`config.mk`:
```
export PLATFORM = sky130hd
export DESIGN_NAME = m_uart_rx_wb_flat
export DESIGN_NICKNAME = d
export VERILOG_FILES = /design/src/rtl/m_uart_rx_wb_if.sv /design/src/rtl/m_uart_rx_wb.sv /design/src/flat_wrapper.sv
export SDC_FILE = /design/constraint.sdc
export NUM_CORES = 1
export LEC_CHECK = 0
export CAP_MARGIN = 20
export CORE_MARGIN = 1.5
export CORE_UTILIZATION = 55
export DETAILED_ROUTE_END_ITERATION = 16
export HOLD_SLACK_MARGIN = 0.06
export MAX_ROUTING_LAYER = met4
export PLACE_DENSITY = 0.85
export SKIP_LAST_GASP = 1
export SYNTH_ARGS = -nofsm -noshare
export SYNTH_HDL_FRONTEND = slang
export SYNTH_SLANG_ARGS = --single-unit
```
`constraint.sdc`:
```
create_clock -name CLK_I -period 3.7 [get_ports CLK_I]
set_input_delay 0.74 -clock CLK_I [delete_from_list [all_inputs] [get_ports CLK_I]]
set_output_delay 0.74 -clock CLK_I [all_outputs]
set_load 0.01 [all_outputs]
```
`src/rtl/m_uart_rx_wb_if.sv`:
```
// m_uart_rx_wb_if: Wishbone classic signal bundle between the midgetv IO bus
// (master side) and the UART receiver responder (slave side).
interface m_uart_rx_wb_if;
   logic        STB_I;
   logic        WE_I;
   logic        ADR_I;
   logic [11:0] DAT_I;
   logic [31:0] DAT_O;
   logic        ACK_O;

   modport master (
      output STB_I, WE_I, ADR_I, DAT_I,
      input  DAT_O, ACK_O
   );

   modport slave (
      input  STB_I, WE_I, ADR_I, DAT_I,
      output DAT_O, ACK_O
   );
endinterface

```
`src/rtl/m_uart_rx_wb.sv`:
```
// m_uart_rx_wb: 8N1 UART receiver feeding a small byte FIFO, read by the CPU
// through a Wishbone classic responder (DATA at ADR_I=0, STATUS at ADR_I=1).
// Optional feature macro: UART_RX_IRQ_EN adds the irq output and an irqen
// register (written from DAT_I[0], read back at DAT_O[13]).
module m_uart_rx_wb #(
   parameter int DIVISOR  = 104,
   parameter int FIFOLOG2 = 2
) (
   input  logic          CLK_I,
   input  logic          RST_In,
   m_uart_rx_wb_if.slave wb,
   input  logic          usartRX
`ifdef UART_RX_IRQ_EN
   ,
   output logic          irq
`endif
);
   localparam int DEPTH = 1 << FIFOLOG2;
   localparam logic [15:0] HALF_LOAD = 16'(DIVISOR / 2 - 1);
   localparam logic [15:0] BIT_LOAD  = 16'(DIVISOR - 1);

   typedef enum logic [2:0] {IDLE, START, DATA, STOP, BRK} state_t;

   logic                rx_meta;
   logic                rxs;
   state_t              state;
   logic [15:0]         timer;
   logic [2:0]          bit_idx;
   logic [7:0]          shreg;
   logic [7:0]          mem [DEPTH];
   logic [FIFOLOG2-1:0] wptr;
   logic [FIFOLOG2-1:0] rptr;
   logic [FIFOLOG2:0]   count;
   logic                ovr;
   logic                ferr;
   logic                irqen_bit;
   logic                unused_bits;

   // Receiver events are decoded from the FSM registers so a push lands in
   // the very cycle the stop bit is sampled.
   logic timer_zero, rx_done, rx_frame_err;
   assign timer_zero   = (timer == 16'd0);
   assign rx_done      = (state == STOP) && timer_zero && rxs;
   assign rx_frame_err = (state == STOP) && timer_zero && !rxs;

   // Bus decode: side effects only in the strobe cycle that is not yet acked.
   logic access, rd, wr, nonempty, full, pop, flush, push_ok, drop;
   logic [7:0] head;
   assign access   = wb.STB_I & ~wb.ACK_O;
   assign rd       = access & ~wb.WE_I;
   assign wr       = access & wb.WE_I;
   assign nonempty = (count != '0);
   assign full     = count[FIFOLOG2];
   assign pop      = rd & ~wb.ADR_I & nonempty;
   assign flush    = wr & wb.DAT_I[11];
   assign push_ok  = rx_done & ~flush & (~full | pop);
   assign drop     = rx_done & ~flush & full & ~pop;
   assign head     = nonempty ? mem[rptr] : 8'h00;

   // Two-flop synchroniser for the asynchronous serial line, idling high.
   always_ff @(posedge CLK_I or negedge RST_In) begin
      if (!RST_In) begin
         rx_meta <= 1'b1;
         rxs     <= 1'b1;
      end else begin
         rx_meta <= usartRX;
         rxs     <= rx_meta;
      end
   end

   // Receiver FSM: half-bit wait to the start centre, then one sample per bit time.
   always_ff @(posedge CLK_I or negedge RST_In) begin
      if (!RST_In) begin
         state   <= IDLE;
         timer   <= 16'd0;
         bit_idx <= 3'd0;
         shreg   <= 8'h00;
      end else begin
         case (state)
            IDLE: begin
               if (!rxs) begin
                  timer <= HALF_LOAD;
                  state <= START;
               end
            end
            START: begin
               if (!timer_zero) begin
                  timer <= timer - 16'd1;
               end else if (rxs) begin
                  state <= IDLE;
               end else begin
                  timer   <= BIT_LOAD;
                  bit_idx <= 3'd0;
                  state   <= DATA;
               end
            end
            DATA: begin
               if (!timer_zero) begin
                  timer <= timer - 16'd1;
               end else begin
                  shreg   <= {rxs, shreg[7:1]};
                  timer   <= BIT_LOAD;
                  bit_idx <= bit_idx + 3'd1;
                  if (bit_idx == 3'd7) state <= STOP;
               end
            end
            STOP: begin
               if (!timer_zero) timer <= timer - 16'd1;
               else             state <= rxs ? IDLE : BRK;
            end
            BRK: begin
               if (rxs) state <= IDLE;
            end
            default: state <= IDLE;
         endcase
      end
   end

   // FIFO storage holds data only, so it carries no reset.
   always_ff @(posedge CLK_I) begin
      if (push_ok) mem[wptr] <= shreg;
   end

   // FIFO pointers/count, sticky flags, and the Wishbone ACK/DAT_O registers.
   always_ff @(posedge CLK_I or negedge RST_In) begin
      if (!RST_In) begin
         wptr     <= '0;
         rptr     <= '0;
         count    <= '0;
         ovr      <= 1'b0;
         ferr     <= 1'b0;
         wb.ACK_O <= 1'b0;
         wb.DAT_O <= 32'd0;
      end else begin
         if (flush) begin
            wptr  <= '0;
            rptr  <= '0;
            count <= '0;
         end else begin
            if (push_ok) wptr <= wptr + 1'b1;
            if (pop)     rptr <= rptr + 1'b1;
            count <= count + {{FIFOLOG2{1'b0}}, push_ok} - {{FIFOLOG2{1'b0}}, pop};
         end
         // A set in the same cycle as a clear wins.
         if (drop)                      ovr <= 1'b1;
         else if (wr && wb.DAT_I[9])    ovr <= 1'b0;
         if (rx_frame_err)              ferr <= 1'b1;
         else if (wr && wb.DAT_I[10])   ferr <= 1'b0;
         wb.ACK_O <= access;
         // DAT_O is zero outside a read so it can be ORed onto a shared bus.
         if (rd) wb.DAT_O <= {18'd0, irqen_bit, rxs, full, ferr, ovr, nonempty, head};
         else    wb.DAT_O <= 32'd0;
      end
   end

`ifdef UART_RX_IRQ_EN
   logic irqen;
   assign irqen_bit   = irqen;
   assign unused_bits = ^wb.DAT_I[8:1];

   // Interrupt enable register and registered level interrupt.
   always_ff @(posedge CLK_I or negedge RST_In) begin
      if (!RST_In) begin
         irqen <= 1'b0;
         irq   <= 1'b0;
      end else begin
         if (wr) irqen <= wb.DAT_I[0];
         irq <= irqen & (nonempty | ovr | ferr);
      end
   end
`else
   assign irqen_bit   = 1'b0;
   assign unused_bits = ^wb.DAT_I[8:0];
`endif

endmodule

```
`src/flat_wrapper.sv`:
```
// flat-port wrapper written by rule: the top's interface ports become plain ports
module m_uart_rx_wb_flat 
#(
   parameter int DIVISOR  = 104,
   parameter int FIFOLOG2 = 2
)
  (CLK_I, RST_In, usartRX, wb_STB_I, wb_WE_I, wb_ADR_I, wb_DAT_I, wb_DAT_O, wb_ACK_O);
  m_uart_rx_wb_if wb_i ();
  input  logic CLK_I;
  input  logic RST_In;
  input  logic usartRX;
  input wire logic [$bits(wb_i.STB_I)-1:0] wb_STB_I;
  input wire logic [$bits(wb_i.WE_I)-1:0] wb_WE_I;
  input wire logic [$bits(wb_i.ADR_I)-1:0] wb_ADR_I;
  input wire logic [$bits(wb_i.DAT_I)-1:0] wb_DAT_I;
  output wire logic [$bits(wb_i.DAT_O)-1:0] wb_DAT_O;
  output wire logic [$bits(wb_i.ACK_O)-1:0] wb_ACK_O;
  assign wb_i.STB_I = wb_STB_I;
  assign wb_i.WE_I = wb_WE_I;
  assign wb_i.ADR_I = wb_ADR_I;
  assign wb_i.DAT_I = wb_DAT_I;
  assign wb_DAT_O = wb_i.DAT_O;
  assign wb_ACK_O = wb_i.ACK_O;
  m_uart_rx_wb #(.DIVISOR(DIVISOR), .FIFOLOG2(FIFOLOG2)) u_core (.CLK_I(CLK_I), .RST_In(RST_In), .wb(wb_i), .usartRX(usartRX));
endmodule
```
Yosys cells after proc, flatten, opt, wreduce, memory -nomap -nowiden
Memory sizes are Yosys's and may differ from the RTL's.
Cells that the tools add are included.
{"block": "op_classes", "n_addsub": 6, "multipliers": 0, "div_mod_pow": 0, "n_lt_le_gt_ge": 0, "n_eq_ne": 14, "n_shift": 0, "mux": 32, "n_bitwise": 17, "reduce_logical": 19}
{"cell": "two-way mux 16 bit", "n": 5}
{"cell": "case mux 16 bit (4 select lines)", "n": 1}
{"cell": "two-way mux 3 bit", "n": 11}
{"cell": "logical NOT 16 bit", "n": 1}
{"cell": "subtractor 16 x 1 -> 16 bit (second input constant)", "n": 1}
{"cell": "case mux 3 bit (5 select lines)", "n": 1}
{"cell": "two-way mux 13 bit", "n": 1}
{"cell": "bitwise AND 1 bit", "n": 10}
{"cell": "two-way mux 2 bit", "n": 5}
{"cell": "inequality test 2 x 1 -> 1 bit (second input constant)", "n": 5}
{"cell": "nonzero test 2 bit", "n": 5}
{"cell": "two-way mux 8 bit", "n": 1}
{"cell": "AND reduction 4 bit", "n": 2}
{"cell": "== test 3 x 2 -> 1 bit (second input constant)", "n": 2}
{"cell": "== test 3 bit (second input constant)", "n": 2}
{"cell": "two-way mux 1 bit", "n": 6}
{"cell": "inequality test 2 bit (second input constant)", "n": 3}
{"cell": "NOT 1 bit", "n": 6}
{"cell": "case mux 3 bit (2 select lines)", "n": 1}
{"cell": "AND reduction 6 bit", "n": 1}
{"cell": "logical AND 1 bit", "n": 5}
{"cell": "adder 2 x 1 -> 2 bit (second input constant)", "n": 2}
{"cell": "nonzero test 4 bit", "n": 1}
{"cell": "adder 3 x 1 -> 3 bit", "n": 1}
{"cell": "9 further kinds", "n": 9}
{"block": "totals", "regBits": 55, "latchBits": 0, "mem_bits_rw": 32, "romBits": 0, "out_inout_bits": 33, "n_memories": 1}
{"name": "u_core.mem", "depth": 4, "word_bits": 8, "rd": 1, "rd_clocked_by_memory_dff": 0, "wr": 1, "line_no": "m_uart_rx_wb.sv:30", "rtl": "logic [7:0] mem [DEPTH];"}

Depth between registers and ports, before layout
{"block": "depth", "depth_word": 10, "ltp_mapped": 13, "ltp_nobuf": 12}

Worst setup path after synthesis
Ideal clock, no wire load.
{"block": "synth_timing", "path_type": "input-to-reg", "startpoint": "input port wb_WE_I", "endpoint": "register u_core.count[2]", "setup_time_ns": 0.122, "arrival_time_ns": 2.711, "required_ns": 3.578, "slack_ns": 0.867, "stages": 10, "path_cell_list": "or3b_2 nor3_1 ha_1 inv_1 ha_1 inv_1 fa_1 xor2_1 xnor2_1 nor2_1"}
{"block": "synth_via", "elab_chain_len": 9}
{"item": "start: declaration", "line_no": "flat_wrapper.sv:13", "rtl": "input wire logic [$bits(wb_i.WE_I)-1:0] wb_WE_I;"}
{"item": "NOT 1 bit", "line_no": "m_uart_rx_wb.sv:50", "rtl": "assign rd = access & ~wb.WE_I;"}
{"item": "bitwise AND 1 bit", "line_no": "m_uart_rx_wb.sv:50"}
{"item": "bitwise AND 1 bit (2 in a row)", "line_no": "m_uart_rx_wb.sv:54", "rtl": "assign pop = rd & ~wb.ADR_I & nonempty;"}
{"item": "bitwise OR 1 bit", "line_no": "m_uart_rx_wb.sv:56", "rtl": "assign push_ok = rx_done & ~flush & (~full | pop);"}
{"item": "bitwise AND 1 bit", "line_no": "m_uart_rx_wb.sv:56"}
{"item": "adder 3 x 1 -> 3 bit", "line_no": "m_uart_rx_wb.sv:142", "rtl": "count <= count + {{FIFOLOG2{1'b0}}, push_ok} - {{FIFOLOG2{1'b0}}, pop};"}
{"item": "subtractor 3 x 1 -> 3 bit", "line_no": "m_uart_rx_wb.sv:142"}
{"item": "two-way mux 3 bit *", "line_no": "m_uart_rx_wb.sv:135", "rtl": "if (flush) begin"}
{"item": "end signal: assignment", "line_no": "m_uart_rx_wb.sv:142"}
{"item": "end: declaration", "line_no": "m_uart_rx_wb.sv:33", "rtl": "logic [FIFOLOG2:0] count;"}
Every way passes the cells marked *; elsewhere a longest branch is shown, timed or not.
A chain may end at the register's enable or synchronous reset.

Worst setup path after layout
Same ends and word-level chain as after synthesis.

==> key figures <==
Run status
  • Status: finished clean

Detailed routing
  • 1st-iter DRT viols: 122
  • Residual DRC: 0
  • Routed Antenna Nets: 0
  • Router iterations before antenna repair: 4
  • WL per Instance: 15.2 um
  • DR vias: 2439
  • Total wire length: 6910 um
  • Routed vias/inst: 5.37

Pwr
  • Comb power frac: 8.9%
  • Internal cell power: 0.00141 W
  • P per Cell Area: 423 nW/um2
  • Sequential share of power: 57.2%
  • Worst VDD drop: 0.200 mV
  • Net Sw Power: 0.000493 W
  • Clock network power share: 33.9%
  • Leak: 1.99 nW
  • Net Sw Frac: 25.9%

Yosys
  • Cells after Synth: 324
  • Main synth FF type: dfrtp_1
  • Post-synthesis register bit count: 87
  • Synthesis warning total: 0
  • Mapped Area: 4040 um2
  • Number of flops mapped to enable cells by yosys: 32
  • Syn_area_per_cell: 12.5 um2
  • Post-synthesis compound-gate area fraction: 7.68%
  • Top cell type by total area after synthesis: dfrtp_1
  • Largest family of logic cells by synthesized area: simple AND/OR/NAND/NOR gates
  • Synth cell types: 54
  • Sequential area share after synthesis: 57.9%
  • Post-Synth Adder-Cell Area: 3.59%
  • Most frequent cells after synthesis: dfrtp_1 (53), edfxtp_1 (32), nor2_1 (29)
  • Synth async-reset ratio: 63.2%
  • Synth Area in Simple Gates: 16.4%
  • Post-synthesis mux area share: 7.56%
  • Share of the synthesized area in the top cell type: 32.8%
  • Count leader, synth: dfrtp_1
  • Synth area leaders: dfrtp_1 (33%), edfxtp_1 (24%), mux4_2 (4.5%)
  • Post-Synth XOR/XNOR Area: 1.08%

Critical path
  • CP Cell Sequence: clkdlybuf4s50_1 -> or3b_2 -> nor3_1 -> ha_1 -> inv_1 -> ha_1 -> inv_1 -> fa_1 -> xor2_1 -> xnor2_1 -> nor2_1
  • Crit-path max cell delay: 0.51 ns
  • Worst Setup Start Kind: primary input
  • Crit Path Category: primary input to flop
  • Reg2reg start: u_core.timer[0]$_DFFE_PN0P_
  • Critical path required time: 3.94 ns
  • Critical path arrival: 3.34 ns
  • Crit end category: flop
  • CP bufs+invs: 3
  • Worst path slowest cell: or3b_2
  • Top delay family on crit path: simple AND/OR/NAND/NOR gates
  • CP max FO: 6
  • CP startpoint: wb_WE_I

Clock network
  • CTS resizes: 0
  • H-tree depth: 3
  • Clk_lat worst skew: 0.35 ns
  • CTS tree: built
  • Clock sink count: 87
  • Clock root cell: clkbuf_8
  • Hold Buf Count CTS: 0
  • Buffer count from post-CTS setup fixing: 0
  • Clock-pin slew on the worst setup and hold paths: 0.09 ns
  • CTS Buf Count: 9
  • CTS Buffer Depth: 2

Die
  • Core area: 7180 um2
  • Die area: 7870 um2
  • Initial core utilization: 56.3%
  • Die extent in y: 88.7 um
  • Die W: 88.7 um
  • # IOs: 51
  • Row count: 31

Timing
  • Clock Skew: 0.0117 ns
  • Final hold violation count: 0
  • Worst setup margin: 0.604 ns
  • Final min period: 3.10 ns
  • RSZ-0062 raised after global routing: false
  • Setup violation total in the final timing report: 0
  • Slew Viols, Final: 0
  • Slew HR: 50.1%
  • Setup TNS: 0 ns
  • Fmax: 0.323 GHz
  • Post-route clock period utilization: 83.7%
  • Worst Tran Pin Value: 0.742 ns

Global route
  • Global-route wire length before repair: 11200 um
  • Number of global-route vias before repair: 2344
  • GRT overflow: 0
  • Largest net degree at the start of global routing: 43
  • Gr usage total: 19.7%
  • Initial antenna violation count: 0

Flow run
  • Reported max-cap violation count: 0

Finish
  • Area occupied by multi-input gates: 1540 um2
  • # fillers: 535
  • Design Area, Final: 4500 um2
  • Layout Nets: 379
  • Layout cells sized above 1: 15.5%
  • FF/Latch Area: 2340 um2
  • Non-Filler Instances: 454
  • Synth-to-Final Area Change: 11.4%
  • Ant. Diodes: 0

Place
  • Port Buffers: 22
  • Global placement routability congestion: 0.938
  • DP Area: 4280 um2
  • Dpl cells: 437
  • DP HPWL: 4890 um
  • Post-Place Setup Slack: 0.249 ns

Hold path
  • Worst min path class: primary input to asynchronous set/reset pin
[final cells by class]
type,count,area share [%]
sequential,87,52.0
multi-input combinational,216,34.2
timing repair buffer,27,5.89
clock buffer,10,3.31
tap,99,2.75
clock inverter,6,1.08
inverter,9,0.751
[worst paths after layout]
| check | cells after the start | slack (ns) | to |
|---|---|---|---|
| min | 1 | 0.28 | u_core.wb.DAT_O[0]$_DFF_PN0_ |
| max in group asynchronous | 3 | 2.68 | u_core.wb.DAT_O[9]$_DFF_PN0_ |
| max reg2reg | 12 | 0.72 | u_core.count[2]$_DFF_PN0_ |
| max | 11 | 0.60 | u_core.count[2]$_DFF_PN0_ |
| min reg2reg | 0 | 0.36 | u_core.rxs$_DFF_PN1_ |
| min in group CLK_I | 0 | 0.36 | u_core.rxs$_DFF_PN1_ |
[power by group through the flow]
stage	logic [W]	registers [W]	clock network (W)
after floorplan	0.000168	0.00106	0
after global placement	0.000156	0.00110	0
after detailed placement	0.000168	0.00111	0
after CTS	0.000169	0.00109	0.000666
after global routing	0.000189	0.00110	0.000703
final	0.000169	0.00109	0.000646
[registers in the layout, summed over array words and instances, names as in the netlist]
signal,flops
u_core.shreg,8
u_core.rx_meta,1
u_core.wptr,2
u_core.state,3
u_core.ovr,1
u_core.wb.ACK_O,1
u_core.count,3
u_core.bit_idx,3
u_core.rxs,1
u_core.rptr,2
u_core.mem,32
u_core.ferr,1
u_core.wb.DAT_O,13
u_core.timer,16
[stage by stage]
step                      util, %  power (W)  hold slack (ns)
after global placement       59.7    0.00126            0.358
after CTS                    62.4    0.00193            0.364
after detailed placement     59.7    0.00128            0.356
after floorplan                 -    0.00123            0.345
final                        62.7    0.00190            0.284
after global routing         62.7    0.00199            0.296
[routing by layer]
metal | vias to the layer above | share of wire [%] | GRT usage (%)
met5 | - | 0 | -
met4 | 0 | 1.4 | 6.39
met3 | 9 | 3.5 | 5.41
met2 | 59 | 51 | 31.3
met1 | 1193 | 44 | 24.4
li1 | 1178 | - | -
[placed cells by master (no fill, tap or decap), drive strengths merged, types with 5 or more instances in the layout]
master	instances
mux2	9
conb	19
a31oi	5
ha	10
edfxtp	32
mux4	8
dfrtp	53
and2	10
a21oi	23
nor2b	12
nand3	10
nor2	29
nor3	8
o21ai	8
inv	12
clkbuf	10
nand2	20
clkdlybuf4s50	21
buf	6
[cells by family (layout without fill, tap and decap cells)]
logic type | after synthesis | after routing
compound gates | 51 | 51
xor+xnor | 5 | 5
fa+ha+maj | 11 | 11
buf+inv | 39 | 52
flops | 87 | 87
mux | 19 | 19
other cells | 1 | 19
simple gates | 111 | 111
[worst register-to-register path, stage by stage, from the launching register on]
cell and delay, ns:
dfrtp_1 0.41, inv_1 0.09, ha_1 0.14, nor4b_2 0.34, and4_1 0.53, nand3_4 0.15, nor3b_4 0.24, ha_1 0.19
inv_1 0.06, fa_1 0.37, xor2_1 0.16, xnor2_1 0.14, nor2_1 0.05
No activity file was read; power rests on OpenSTA's default activity.
